==> src/rtl/video_timing_pkg.sv <==
// Shared 640x480@60 raster constants and data types for the video path.
package video_timing_pkg;

  localparam int H_VISIBLE = 640;
  localparam int H_FRONT   = 16;
  localparam int H_SYNC    = 96;
  localparam int H_BACK    = 48;
  localparam int V_VISIBLE = 480;
  localparam int V_FRONT   = 10;
  localparam int V_SYNC    = 2;
  localparam int V_BACK    = 33;

  localparam int H_TOTAL = H_VISIBLE + H_FRONT + H_SYNC + H_BACK;
  localparam int V_TOTAL = V_VISIBLE + V_FRONT + V_SYNC + V_BACK;

  localparam int H_SYNC_START = H_VISIBLE + H_FRONT;
  localparam int H_SYNC_END   = H_SYNC_START + H_SYNC - 1;
  localparam int V_SYNC_START = V_VISIBLE + V_FRONT;
  localparam int V_SYNC_END   = V_SYNC_START + V_SYNC - 1;

  typedef struct packed {
    logic [7:0] r;
    logic [7:0] g;
    logic [7:0] b;
  } rgb888_t;

  // Raw per-pixel timing flags; all-zero means "no sync, blanked".
  typedef struct packed {
    logic hs;
    logic vs;
    logic active;
  } timing_t;

  function automatic logic in_window(input logic [9:0] cnt,
                                     input logic [9:0] first,
                                     input logic [9:0] last);
    return (cnt >= first) && (cnt <= last);
  endfunction

endpackage

==> src/rtl/timing_delay_line.sv <==
// N-stage shift register with asynchronous reset to a fixed value; keeps
// timing flags in step with the colour source latency.
module timing_delay_line #(
  parameter int               WIDTH       = 1,
  parameter int               DEPTH       = 1,
  parameter logic [WIDTH-1:0] RESET_VALUE = '0
) (
  input  logic             i_clk,
  input  logic             i_rst,
  input  logic [WIDTH-1:0] i_data,
  output logic [WIDTH-1:0] o_data
);

  logic [WIDTH-1:0] r_stage [DEPTH];

  always_ff @(posedge i_clk or posedge i_rst) begin
    if (i_rst) begin
      for (int i = 0; i < DEPTH; i++) begin
        r_stage[i] <= RESET_VALUE;
      end
    end else begin
      r_stage[0] <= i_data;
      for (int i = 1; i < DEPTH; i++) begin
        r_stage[i] <= r_stage[i-1];
      end
    end
  end

  assign o_data = r_stage[DEPTH-1];

endmodule

==> src/rtl/vga_timing_gen.sv <==
// Raster timing master: pixel/line counters, sync and blank generation, and
// colour capture aligned to a fixed-latency colour source.
module vga_timing_gen #(
  parameter int   H_VISIBLE     = video_timing_pkg::H_VISIBLE,
  parameter int   H_FRONT       = video_timing_pkg::H_FRONT,
  parameter int   H_SYNC        = video_timing_pkg::H_SYNC,
  parameter int   H_BACK        = video_timing_pkg::H_BACK,
  parameter int   V_VISIBLE     = video_timing_pkg::V_VISIBLE,
  parameter int   V_FRONT       = video_timing_pkg::V_FRONT,
  parameter int   V_SYNC        = video_timing_pkg::V_SYNC,
  parameter int   V_BACK        = video_timing_pkg::V_BACK,
  parameter logic SYNC_ACTIVE   = 1'b0,
  parameter int   COLOR_LATENCY = 1
) (
  input  logic        clk_25mhz,
  input  logic        reset,
  output logic [9:0]  x,
  output logic [9:0]  y,
  input  logic [23:0] color,
  output logic [7:0]  vga_r,
  output logic [7:0]  vga_g,
  output logic [7:0]  vga_b,
  output logic        vga_hsync,
  output logic        vga_vsync,
  output logic        vga_blank,
  output logic        line_tick,
  output logic        vblank_tick
);
  import video_timing_pkg::*;

  localparam int C_H_TOTAL = H_VISIBLE + H_FRONT + H_SYNC + H_BACK;
  localparam int C_V_TOTAL = V_VISIBLE + V_FRONT + V_SYNC + V_BACK;

  localparam logic [9:0] C_H_LAST   = 10'(C_H_TOTAL - 1);
  localparam logic [9:0] C_V_LAST   = 10'(C_V_TOTAL - 1);
  localparam logic [9:0] C_H_VIS    = 10'(H_VISIBLE);
  localparam logic [9:0] C_V_VIS    = 10'(V_VISIBLE);
  localparam logic [9:0] C_HS_FIRST = 10'(H_VISIBLE + H_FRONT);
  localparam logic [9:0] C_HS_LAST  = 10'(H_VISIBLE + H_FRONT + H_SYNC - 1);
  localparam logic [9:0] C_VS_FIRST = 10'(V_VISIBLE + V_FRONT);
  localparam logic [9:0] C_VS_LAST  = 10'(V_VISIBLE + V_FRONT + V_SYNC - 1);

  if (C_H_TOTAL > 1024 || C_V_TOTAL > 1024) begin : g_badTotal
    $error("vga_timing_gen: H_TOTAL and V_TOTAL must not exceed 1024");
  end
  if (COLOR_LATENCY < 1 || COLOR_LATENCY > 4) begin : g_badLatency
    $error("vga_timing_gen: COLOR_LATENCY must be in 1..4");
  end

  logic [9:0] r_hcnt;
  logic [9:0] r_vcnt;
  logic [9:0] w_hNext;
  logic [9:0] w_vNext;
  logic       w_hWrap;
  logic       r_lineTick;
  logic       r_vblankTick;
  timing_t    w_rawTiming;
  timing_t    w_dlyTiming;
  rgb888_t    r_color;

  always_comb begin
    w_hWrap = (r_hcnt == C_H_LAST);
    w_hNext = w_hWrap ? 10'd0 : r_hcnt + 10'd1;
    w_vNext = r_vcnt;
    if (w_hWrap) begin
      w_vNext = (r_vcnt == C_V_LAST) ? 10'd0 : r_vcnt + 10'd1;
    end
  end

  // Ticks are decoded from the next count so they line up with x/y.
  always_ff @(posedge clk_25mhz or posedge reset) begin
    if (reset) begin
      r_hcnt       <= '0;
      r_vcnt       <= '0;
      r_lineTick   <= 1'b0;
      r_vblankTick <= 1'b0;
    end else begin
      r_hcnt       <= w_hNext;
      r_vcnt       <= w_vNext;
      r_lineTick   <= (w_hNext == C_H_VIS);
      r_vblankTick <= (w_hNext == 10'd0) && (w_vNext == C_V_VIS);
    end
  end

  assign w_rawTiming = '{
    hs:     in_window(r_hcnt, C_HS_FIRST, C_HS_LAST),
    vs:     in_window(r_vcnt, C_VS_FIRST, C_VS_LAST),
    active: (r_hcnt < C_H_VIS) && (r_vcnt < C_V_VIS)
  };

  timing_delay_line #(
    .WIDTH       ($bits(timing_t)),
    .DEPTH       (COLOR_LATENCY),
    .RESET_VALUE ('0)
  ) u_align (
    .i_clk  (clk_25mhz),
    .i_rst  (reset),
    .i_data (w_rawTiming),
    .o_data (w_dlyTiming)
  );

  always_ff @(posedge clk_25mhz or posedge reset) begin
    if (reset) begin
      r_color <= '0;
    end else begin
      r_color <= color;
    end
  end

  assign x           = r_hcnt;
  assign y           = r_vcnt;
  assign line_tick   = r_lineTick;
  assign vblank_tick = r_vblankTick;
  assign vga_r       = w_dlyTiming.active ? r_color.r : 8'd0;
  assign vga_g       = w_dlyTiming.active ? r_color.g : 8'd0;
  assign vga_b       = w_dlyTiming.active ? r_color.b : 8'd0;
  assign vga_hsync   = w_dlyTiming.hs ? SYNC_ACTIVE : ~SYNC_ACTIVE;
  assign vga_vsync   = w_dlyTiming.vs ? SYNC_ACTIVE : ~SYNC_ACTIVE;
  assign vga_blank   = ~w_dlyTiming.active;

endmodule
==> config.mk <==
export PLATFORM = sky130hd
export DESIGN_NAME = vga_timing_gen
export DESIGN_NICKNAME = d
export VERILOG_FILES = /design/src/rtl/video_timing_pkg.sv /design/src/rtl/timing_delay_line.sv /design/src/rtl/vga_timing_gen.sv
export SDC_FILE = /design/constraint.sdc
export NUM_CORES = 1
export LEC_CHECK = 0
export BUFFER_PORTS_ARGS = -buffer_cell sky130_fd_sc_hd__buf_2
export CAP_MARGIN = 20
export CORE_MARGIN = 2
export CORE_UTILIZATION = 50
export DETAILED_ROUTE_END_ITERATION = 6
export GPL_ROUTABILITY_DRIVEN = 0
export GPL_TIMING_DRIVEN = 0
export MAX_ROUTING_LAYER = met4
export PLACE_DENSITY = 0.8
export SLEW_MARGIN = 10
export SYNTH_ARGS = -nofsm -noshare
export SYNTH_HDL_FRONTEND = slang
export SYNTH_SLANG_ARGS = --single-unit
==> constraint.sdc <==
create_clock -name clk_25mhz -period 6.6 [get_ports clk_25mhz]
set_input_delay 1.32 -clock clk_25mhz [delete_from_list [all_inputs] [get_ports clk_25mhz]]
set_output_delay 1.32 -clock clk_25mhz [all_outputs]
set_load 0.02 [all_outputs]
After elaboration in Yosys (flattened, before gate mapping)
Index checks and enable logic that the tools add are counted.

word-level totals
  input bits = 26
  output and inout bits = 49
  register bits after elaboration = 49

operators by class
  reductions and logical operators = 5
  add/sub/neg operators = 2
  eq/ne operators = 4
  bitwise logic cells = 1
  order comparisons = 6
  mux-type cells = 8

operator list
  cell                     count
  $eq A10 B10 Y1 const B   3
  $mux W10                 3
  $mux W8                  3
  $add A10 B1 Y10 const B  2
  $eq A10 B9 Y1 const B    1
  $ge A10 B10 Y1 const B   1
  $ge A10 B9 Y1 const B    1
  $le A10 B10 Y1 const B   1
  $le A10 B9 Y1 const B    1
  $logic_not A10 Y1        1
  $lt A10 B10 Y1 const B   1
  $lt A10 B9 Y1 const B    1
  $logic_and A1 B1 Y1      4
  $mux W1                  2
  $not A1 Y1               1

Logic depth before layout (Yosys ltp)
Gate-level depths: netlist of run 1.

  depth after elaboration = 5
  gate-level depth with buffers = 8
  gate-level depth less buffers = 7

Hierarchy
A second synthesis of run 1 with hierarchy kept.

second synthesis, totals
  cell total of the unflattened synthesis = 216
  area total of the unflattened synthesis = 2262.2 um^2

modules (own cells, without submodules)
  module             cells each  seq. area each (um^2)  instances  area each (um^2)
  vga_timing_gen     212         1151.1                 1          2183.3
  timing_delay_line  4           75.1                   1          78.8

Worst setup path after synthesis of run 1
OpenSTA, ideal clock, no wires.

  path kind = register -> register
  from = reg r_hcnt[5] (netlist: x[5])
  to = reg r_vblankTick (netlist: vblank_tick)
  slack = 4.331 ns
  required time = 6.479 ns
  arrival time = 2.148 ns
  library setup time = 0.121 ns
  stages on the path, launching flop included = 9
  cells stage by stage = dfrtp_1 -> buf_6 -> or4b_4 -> buf_6 -> or3_1 -> buf_6 -> a211oi_2 -> nor4_1 -> and4b_1

between the ends
  longest elaborated chain between the ends = 4
  elaborated cells between the ends (all ways) = 7

RTL lines
  item                                                       RTL line                                    text
  start, declared                                            vga_timing_gen.sv:50                        logic [9:0] r_hcnt;
  start signal, assigned                                     vga_timing_gen.sv:78                        r_hcnt <= w_hNext;
  $add A10 B1 Y10 / $eq A10 B10 Y1 (equally long branches)   vga_timing_gen.sv:63, vga_timing_gen.sv:62
  $mux W10 (on tied branches)                                vga_timing_gen.sv:63, vga_timing_gen.sv:65
  $logic_not A10 Y1 / $eq A10 B9 Y1 (equally long branches)  vga_timing_gen.sv:81                        r_vblankTick <= (w_hNext == 10'd0) && (w_vNext == C_V_VIS);
  $logic_and A1 B1 Y1 *                                      vga_timing_gen.sv:81
  end signal, assigned                                       vga_timing_gen.sv:81
  end, declared                                              vga_timing_gen.sv:56                        logic r_vblankTick;

Mark *: on every way between the ends. The rest lies on a longest branch, timed or not.

Final worst setup path of run 1
  from = reg u_align.r_stage (netlist bit u_align.o_data[0])
  to = out vga_g[5]

between the ends
  longest elaborated chain between the ends = 1

RTL lines
  item                             RTL line                 text
  start, declared                  timing_delay_line.sv:14  logic [WIDTH-1:0] r_stage [DEPTH];
  start signal, assigned by index  timing_delay_line.sv:24  r_stage[i] <= r_stage[i-1];
  $mux W8                          vga_timing_gen.sv:115    assign vga_g = w_dlyTiming.active ? r_color.g : 8'd0;
  end, declared                    vga_timing_gen.sv:21     output logic [7:0] vga_g,

Every way passes these cells.

==> results of run 1 <==
-- final timing paths --
check | startpoint | to | slack [ns] | cells past startpoint
min | x[0] | x[0] | 0.55 | 1
min in group asynchronous | reset | x[4] | 0.97 | 2
max reg2reg | x[6] | vblank_tick | 4.08 | 7
max in group asynchronous | reset | r_color[22] | 5.15 | 3
max | u_align.o_data[0] | vga_g[5] | 3.92 | 3
min reg2reg | x[0] | x[0] | 0.55 | 1
-- registers in the layout, summed over array words and instances (netlist names) --
| signal | cells |
|---|---|
| r_color | 24 |
| x | 10 |
| y | 10 |
| u_align.o_data | 3 |
| line_tick | 1 |
| vblank_tick | 1 |
-- power by group --
| group | leakage [uW] | switching (uW) | internal (uW) |
|---|---|---|---|
| logic | 0.000724 | 21.2 | 15.1 |
| clock network | 0.0000374 | 94.1 | 74.7 |
| registers | 0.000609 | 1.35 | 307 |
-- stage by stage --
step | area [um2] | util
finish | 2820 | 0.644
detailed placement | 2740 | 0.624
CTS | 2820 | 0.644
global placement | 2720 | 0.619
floorplan | 2280 | -
global route | 2820 | 0.644
-- kinds of logic after synthesis --
logic type / share of synthesized area
AOI/OAI and AO/OA: 0.0779
xor gates and xnor gates: 0.0423
adders and majority gates: 0.0329
buffers and inverters: 0.0538
DFF: 0.538
muxes: 0.00878
and+or+nand+nor: 0.246
-- cell usage after synthesis (2+ instances only) --
| library cell | instances |
|---|---|
| xnor2_1 | 6 |
| buf_6 | 3 |
| nor2_1 | 10 |
| and3_1 | 5 |
| ha_1 | 6 |
| nand4b_1 | 4 |
| nand4_1 | 4 |
| nor4_1 | 2 |
| or4_1 | 2 |
| nand3_1 | 7 |
| and2_1 | 24 |
| o31ai_1 | 3 |
| or3_1 | 4 |
| buf_2 | 2 |
| inv_1 | 15 |
| nor3_1 | 4 |
| a2bb2oi_1 | 2 |
| xor2_1 | 5 |
| mux2i_1 | 2 |
| dfrtp_1 | 49 |
| o21ai_0 | 9 |
| clkbuf_1 | 5 |
| nand2_1 | 13 |
-- layout make-up --
type	instances	area [um2]
fill	370	1560
sequential	49	1230
clock inverter	2	15.0
clock buffer	6	72.6
inverter	15	56.3
timing repair buffer	75	390
multi-input combinational	135	931
tap	52	65.1
buffer	11	66.3
-- metal layers --
metal,vias to the layer above,GRT usage,wire (um)
met2,65,0.303,2230
met3,4,0.0605,416
met1,849,0.244,1990
met4,0,0.0545,38
li1,879,-,-
met5,-,-,0
-- critical path, cell delays in order (launching register included) --
cell      delay [ns]
dfrtp_1         0.44
clkbuf_1        0.28
and2_1          0.18
buf_2           0.16
==> flow_summary.json, run 1 <==
{
  "ys_seq_area_frac": 0.538,
  "htree_levels": 2,
  "yosys.cell_types.count": 47,
  "fp.dieW_um": 71.5,
  "placement_rows": 24,
  "synthesis.area_per_instance_um2": 10.9,
  "post-route-period-util": 0.406,
  "cts.clk_slew.worst_paths_ns": 0.09,
  "detailedPlace.worstSlack_ns": 4.14,
  "final.hold.worst_slack_ns": 0.555,
  "worst_clock_skew_ns": 0.00558,
  "grt_start_max_net_pins": 38,
  "num_io_pins": 75,
  "power.density_nw_per_um2": 182,
  "max-vdd-ir-drop_mv": 0.0780,
  "detailedPlacementHpwl_mm": 3.44,
  "routed_via_density": 5.21,
  "post_drt_wl_per_cell_um": 13.6,
  "floorplan.initialDensity": 0.520,
  "most_frequent_cells_in_the_layout": "buf_2 (76), dfrtp_1 (49), and2_1 (24)",
  "finish.cell_count_without_fillers": 345,
  "first_global_vias": 1629,
  "drt-total-wl_mm": 4.68,
  "postSynthRegisterBits": 49,
  "final_nets": 324,
  "detail_route.drc_violations": 0,
  "critical_path.endpoint_type": "primary output",
  "global_route_wire_length_before_repair_mm": 7.51,
  "run_status": "complete, no violations",
  "worstMarginPinSlew_ns": 0.798,
  "die_h_um": 71.5,
  "synthesis.nets": 242,
  "criticalPathCategory": "reg2out",
  "setup_repair_after_global_routing_missed_its_margin": "no",
  "global_route.usage.total": 0.194,
  "final_hold_viol_count": 0,
  "n_antenna_cell": 0,
  "clk-insertion-delay-late_ns": 0.29,
  "design.die.area_um2": 5120,
  "drv_cap": 0,
  "fmax_ghz": 0.373,
  "timing.final.setup_violations": 0,
  "number_of_synthesized_flops_with_an_enable_pin": 0,
  "ys_async_sr_fraction": 1.00,
  "cts_hold_repair.buffers": 0,
  "post_cts_resized": 0,
  "synthesis.instances": 210,
  "clk_path_buf_depth": 2,
  "vias": 1797,
  "power_leakage_uw": 0.00137,
  "netlist_top_cells_area": "dfrtp_1 (54%), and2_1 (6.6%), ha_1 (3.3%)",
  "cp.required_ns": 5.28,
  "largest_fanout_on_the_critical_path": 10,
  "share_of_yosys_cell_area_claimed_by_the_top_area_cell_type": 0.538,
  "timing.critical_path.from_type": "flop",
  "drive_above_1_share": 0.328,
  "drt_first_pass_iters": 4,
  "layout.cells.most_common": "buf_2",
  "clock_sink_count": 49,
  "antenna_found_initial": 0,
  "drt_iter0_markers": 61,
  "placed_cells": 337,
  "synth_area_um2": 2280,
  "cts_buffers": 5,
  "post-layout-total-power_uw": 514,
  "worst_ep_arrival_time_ns": 1.36,
  "timing.hold.worst.class": "reg2reg",
  "post-synth-top-area-cell": "dfrtp_1",
  "slew_margin_rel": 0.464,
  "synth_warnings": 0,
  "gr-total-overflow": 0,
  "post-route-min-period_ns": 2.68,
  "totalNegativeSetupSlack_ns": 0,
  "clock_tree_from_tritoncts": "done",
  "final_antenna_net_count": 0,
  "cts.root.buffer_cell": "clkbuf_8",
  "synth-main-ff-cell": "dfrtp_1",
  "port_buffers": 74,
  "final-max-slew-violation-count": 0,
  "post-cts-setup-buffers": 0,
  "synthToLayoutAreaGrowth_pct": 23.8,
  "setup_ws_ns": 3.92,
  "core_area_um2": 4380
}
(Power assumes the default switching activity.)
==> run 2: changes to the inputs <==
CORE_UTILIZATION = 45   (was 50)
PLACE_DENSITY = 0.76   (was 0.8)
clock period = 2.15 ns   (was 6.6 ns; I/O delays follow)
==> run 2 against run 1 <==
The flow now finishes with violations (negative setup slack). Die area rose by 10%. Worst setup slack got worse by 3.9 ns. Largest power group unchanged. Utilization fell by 3.3 points. Final cell count rose by 4.6%. Wire length rose by 6.5%. Non-clock buffer count rose by 1. Register-to-register slack got worse by 4.1 ns. Global-route usage fell by 0.59 points. Power rose to 3.1 times the previous value.
==> flow_summary.json, run 2 (synthesis gave the netlist of run 1 again) <==
{
  "fmax_ghz": 0.461,
  "clk-insertion-delay-late_ns": 0.30,
  "cts.clk_slew.worst_paths_ns": 0.10,
  "detailed_place.area_um2": 2770,
  "criticalPathCategory": "reg2reg",
  "drv_cap": 0,
  "r2r_start": "x[4]",
  "final.hold.worst_slack_ns": 0.137,
  "synthToLayoutAreaGrowth_pct": 29.1,
  "max-vdd-ir-drop_mv": 0.244,
  "critical_path.endpoint_type": "flop",
  "layout.cells.most_common": "buf_2",
  "vias": 1852,
  "drt_first_pass_iters": 4,
  "post-route-period-util": 1.01,
  "failed_checks": "negative setup slack",
  "layout.cell_area.non_filler_um2": 2940,
  "routed_via_density": 5.13,
  "num_io_pins": 75,
  "run_status": "complete, but fails checks",
  "timing.hold.worst.class": "in2async",
  "post_drt_wl_per_cell_um": 13.8,
  "grt_start_max_net_pins": 29,
  "cp.required_ns": 2.39,
  "cts.root.buffer_cell": "clkbuf_8",
  "n_antenna_cell": 0,
  "core_area_um2": 4820,
  "timing.final.setup_violations": 1,
  "totalNegativeSetupSlack_ns": -0.0182,
  "timing.critical_path.from_type": "flop",
  "clock_sink_count": 49,
  "final-max-slew-violation-count": 0,
  "floorplan.initialDensity": 0.473,
  "r2r.worst_path.cells": 6,
  "placement_rows": 25,
  "most_frequent_cells_in_the_layout": "buf_2 (74), dfrtp_1 (47), and2_1 (24)",
  "minimum_setup_slack_among_reg_to_reg_paths_ns": -0.02,
  "cp-endpoint": "vblank_tick",
  "port_buffers": 74,
  "largest_fanout_on_the_critical_path": 10,
  "drt-total-wl_mm": 4.98,
  "worst_ep_arrival_time_ns": 2.40,
  "final_nets": 325,
  "crit_start": "x[4]",
  "final_antenna_net_count": 0,
  "final_core_utilization": 0.611,
  "power.density_nw_per_um2": 545,
  "worst_clock_skew_ns": 0.00882,
  "post-route-min-period_ns": 2.17,
  "setup_ws_ns": -0.0182,
  "r2r_end": "vblank_tick",
  "global_route_wire_length_before_repair_mm": 7.85,
  "regMostFlops": "r_color",
  "htree_levels": 2,
  "clk_path_buf_depth": 2,
  "die_h_um": 75.2,
  "slew_margin_rel": 0.681,
  "setup_repair_after_global_routing_missed_its_margin": "yes",
  "final_hold_viol_count": 0,
  "power_leakage_uw": 0.00145,
  "worstMarginPinSlew_ns": 0.478,
  "detailedPlacementHpwl_mm": 3.43,
  "gr-total-overflow": 0,
  "detail_route.drc_violations": 0,
  "cts_hold_repair.buffers": 0,
  "design.die.area_um2": 5650,
  "clock_tree_from_tritoncts": "done",
  "first_global_vias": 1727,
  "drive_above_1_share": 0.367,
  "drt_iter0_markers": 82,
  "fp.dieW_um": 75.2,
  "global_route.usage.total": 0.188,
  "detailedPlace.worstSlack_ns": -0.227,
  "antenna_found_initial": 0,
  "cts_buffers": 5,
  "largest_reg_flops": 24
}
-- run 2: critical path, cell delays in order (launching register included) --
cell	delay (ns)
dfrtp_1	0.38
buf_6	0.14
or4b_4	0.53
nor4_4	0.41
nand4b_1	0.16
a32oi_1	0.26
and4b_1	0.22
-- run 2: area by class of cell --
cell class | instances | area (um2)
clock buffer | 5 | 68.8
tap | 67 | 83.8
multi-input combinational | 135 | 1000
inverter | 15 | 56.3
fill | 419 | 1870
clock inverter | 3 | 21.3
timing repair buffer | 82 | 455
buffer | 5 | 26.3
sequential | 49 | 1230
-- run 2: worst min-delay path by stage --
stage / endpoint / depth (start not counted)
after CTS: x[0] / 2
after global placement: y[7] / 1
after detailed placement: r_color[10] / 2
after floorplan: r_color[0] / 0
after global routing: x[0] / 2
final: x[0] / 2
-- run 2: per-layer routing --
| layer | global-route usage | up-vias | part of all wire | wire, um |
|---|---|---|---|---|
| met4 | 0.0565 | 0 | 0.013 | 63 |
| met2 | 0.300 | 81 | 0.47 | 2330 |
| li1 | - | 885 | - | - |
| met5 | - | - | 0 | 0 |
| met1 | 0.234 | 878 | 0.45 | 2220 |
| met3 | 0.0509 | 8 | 0.075 | 373 |
-- run 2: what timing repair did --
item                       in CTS  in global routing
pin swaps                       6                  3
setup buffers                   7                  0
setup endpoints to repair       7                  2
resized for setup               4                  7
-- run 2: power by group --
| group | total (uW) | internal [uW] | switching [uW] |
|---|---|---|---|
| clock | 544 | 231 | 312 |
| sequential | 947 | 943 | 4.22 |
| combinational | 112 | 46.4 | 65.5 |
| total | 1600 | 1220 | 382 |
-- run 2: per-stage QoR --
| stage | power [uW] | cells |
|---|---|---|
| after detailed placement | 1080 | 352 |
| after CTS | 1630 | 363 |
| after global placement | 1070 | 351 |
| after floorplan | 1030 | 210 |
| after global routing | 1680 | 361 |
| final | 1600 | 361 |
==> run 3: changes to the inputs <==
CORE_UTILIZATION = 47   (was 45)
CTS_BUF_LIST = sky130_fd_sc_hd__clkbuf_8   (was not set)
PLACE_DENSITY = 0.79   (was 0.76)
==> run 3 against run 2 <==
The flow still finishes with violations (negative setup slack). Sequential power about the same. Flip-flop and latch count did not move. Maximum frequency shrank 1.6%. Non-clock buffer count is 10 higher. Highest routed layer unchanged.
==> flow_summary.json, run 3 (synthesis gave the netlist of run 1 again) <==
{
  "minimum_setup_slack_among_reg_to_reg_paths_ns": -0.05,
  "r2r_end": "vblank_tick",
  "final.hold.worst_slack_ns": 0.188,
  "core_area_um2": 4690,
  "routed_via_density": 5.28,
  "power.density_nw_per_um2": 532,
  "final_hold_viol_count": 0,
  "timing.critical_path.from_type": "flop",
  "gr-total-overflow": 0,
  "cp.buffers_inverters": 1,
  "clk-insertion-delay-late_ns": 0.30,
  "global_route.usage.total": 0.192,
  "synthToLayoutAreaGrowth_pct": 31.2,
  "timing.hold.worst.class": "in2async",
  "timing.final.setup_violations": 1,
  "r2r_start": "x[5]",
  "fp.dieW_um": 73.6,
  "cp-endpoint": "vblank_tick",
  "largest_reg_flops": 24,
  "cts.clk_slew.worst_paths_ns": 0.09,
  "layout.cell_area.non_filler_um2": 2990,
  "slew_margin_rel": 0.609,
  "largest_fanout_on_the_critical_path": 5,
  "worst_clock_skew_ns": 0.00583,
  "worst_path_max_delay_cell": "or4b_4",
  "clock_sink_count": 49,
  "failed_checks": "negative setup slack",
  "clock_tree_from_tritoncts": "done",
  "detailedPlacementHpwl_mm": 3.38,
  "final_nets": 335,
  "timing.critical_path.slowest_cell_delay_ns": 0.58,
  "fmax_ghz": 0.454,
  "floorplan.initialDensity": 0.486,
  "drt_iter0_markers": 129,
  "detailedPlace.worstSlack_ns": -0.207,
  "setup_ws_ns": -0.0539,
  "cp.required_ns": 2.38,
  "num-fill-cells": 380,
  "vias": 1889,
  "worstMarginPinSlew_ns": 0.585,
  "detailed_place.area_um2": 2760,
  "cts.root.buffer_cell": "clkbuf_8",
  "port_buffers": 74,
  "criticalPathCategory": "reg2reg",
  "drive_above_1_share": 0.382,
  "crit_start": "x[5]",
  "r2r.worst_path.cells": 6,
  "worstPathCellList": "or4b_4, buf_4, nor4_4, nand4b_1, a32oi_1, and4b_1",
  "run_status": "complete, but fails checks",
  "critical_path_depth": 6,
  "global_route_wire_length_before_repair_mm": 7.85,
  "layout.cells.most_common": "buf_2",
  "drv_cap": 0,
  "first_global_vias": 1742,
  "placement_rows": 25,
  "post-route-min-period_ns": 2.20,
  "drt_first_pass_iters": 4,
  "max-vdd-ir-drop_mv": 0.356,
  "post-layout-total-power_uw": 1590,
  "drt-total-wl_mm": 5.18,
  "power_leakage_uw": 0.00148,
  "die_h_um": 73.6,
  "final-max-slew-violation-count": 0,
  "critical_path.endpoint_type": "flop",
  "final_antenna_net_count": 0,
  "post_drt_wl_per_cell_um": 14.5,
  "cts_buffers": 5,
  "detail_route.drc_violations": 0,
  "antenna_found_initial": 0,
  "htree_levels": 2,
  "post-route-period-util": 1.03,
  "most_frequent_cells_in_the_layout": "buf_2 (74), dfrtp_1 (46), and2_1 (24)",
  "totalNegativeSetupSlack_ns": -0.0539,
  "critPathTopFamily": "simple AND/OR/NAND/NOR gates",
  "num_io_pins": 75,
  "grt_start_max_net_pins": 28,
  "worst_ep_arrival_time_ns": 2.43,
  "clk_path_buf_depth": 2,
  "regMostFlops": "r_color",
  "design.die.area_um2": 5420,
  "n_antenna_cell": 0
}
==> run 3: cell types whose count changed in the layout (fill, tap and decap cells not counted), sizes merged <==
cell,previous run,this run
buf,83,93
clkinvlp,1,2
clkinv,1,0
==> run 3: how the worst min path moves through the flow <==
stage / startpoint / endpoint / slack (ns)
after floorplan: color[0] / r_color[0] / 0.46
after global placement: y[7] / y[7] / 0.52
after detailed placement: reset / r_color[10] / 0.52
after CTS: reset / u_align.o_data[0] / 0.20
after global routing: color[1] / r_color[1] / 0.22
final: reset / u_align.o_data[0] / 0.19
==> run 3: area by class of cell <==
type,instances,area [um2],share of cell area
Multi-Input combinational cell,135,998,0.334
Clock inverter,3,18.8,0.00627
Timing Repair Buffer,91,522,0.174
Clock buffer,5,68.8,0.0230
Buffer,6,30.0,0.0100
Sequential cell,49,1230,0.411
Tap cell,54,67.6,0.0226
Inverter,15,56.3,0.0188
==> run 3: per-stage QoR <==
step | util | instances
2_1_floorplan | - | 210
3_3_place_gp | 0.583 | 338
3_5_place_dp | 0.589 | 339
4_1_cts | 0.627 | 356
5_1_grt | 0.638 | 358
6_report | 0.638 | 358
==> run 3: what timing repair did <==
| item | in CTS | in global routing |
|---|---|---|
| gates resized for setup | 8 | 6 |
| pin swaps | 9 | 7 |
| setup buffers | 13 | 3 |
| hold buffers | 0 | 0 |
| setup endpoints to repair | 5 | 3 |
==> run 3: per-layer routing <==
layer,wire [um],share of wire,GRT usage,vias up
met5,0,0,-,-
met4,65,0.013,0.0384,0
met3,374,0.072,0.0590,10
met2,2520,0.49,0.313,95
met1,2220,0.43,0.236,885
li1,-,-,-,899
==> run 3: worst reg2reg max path: cells and delay by family (launching register included) <==
family          cells  cell delay, ns
flops               1            0.41
buf+inv             1            0.17
simple gates        4            1.27
compound gates      1            0.29
==> run 3: power by group <==
group	switching, uW	leakage (uW)	total, uW	internal [uW]
logic	65.4	0.000837	113	47.8
registers	3.79	0.000606	947	943
clock network	305	0.0000416	530	225
total	375	0.00148	1590	1220
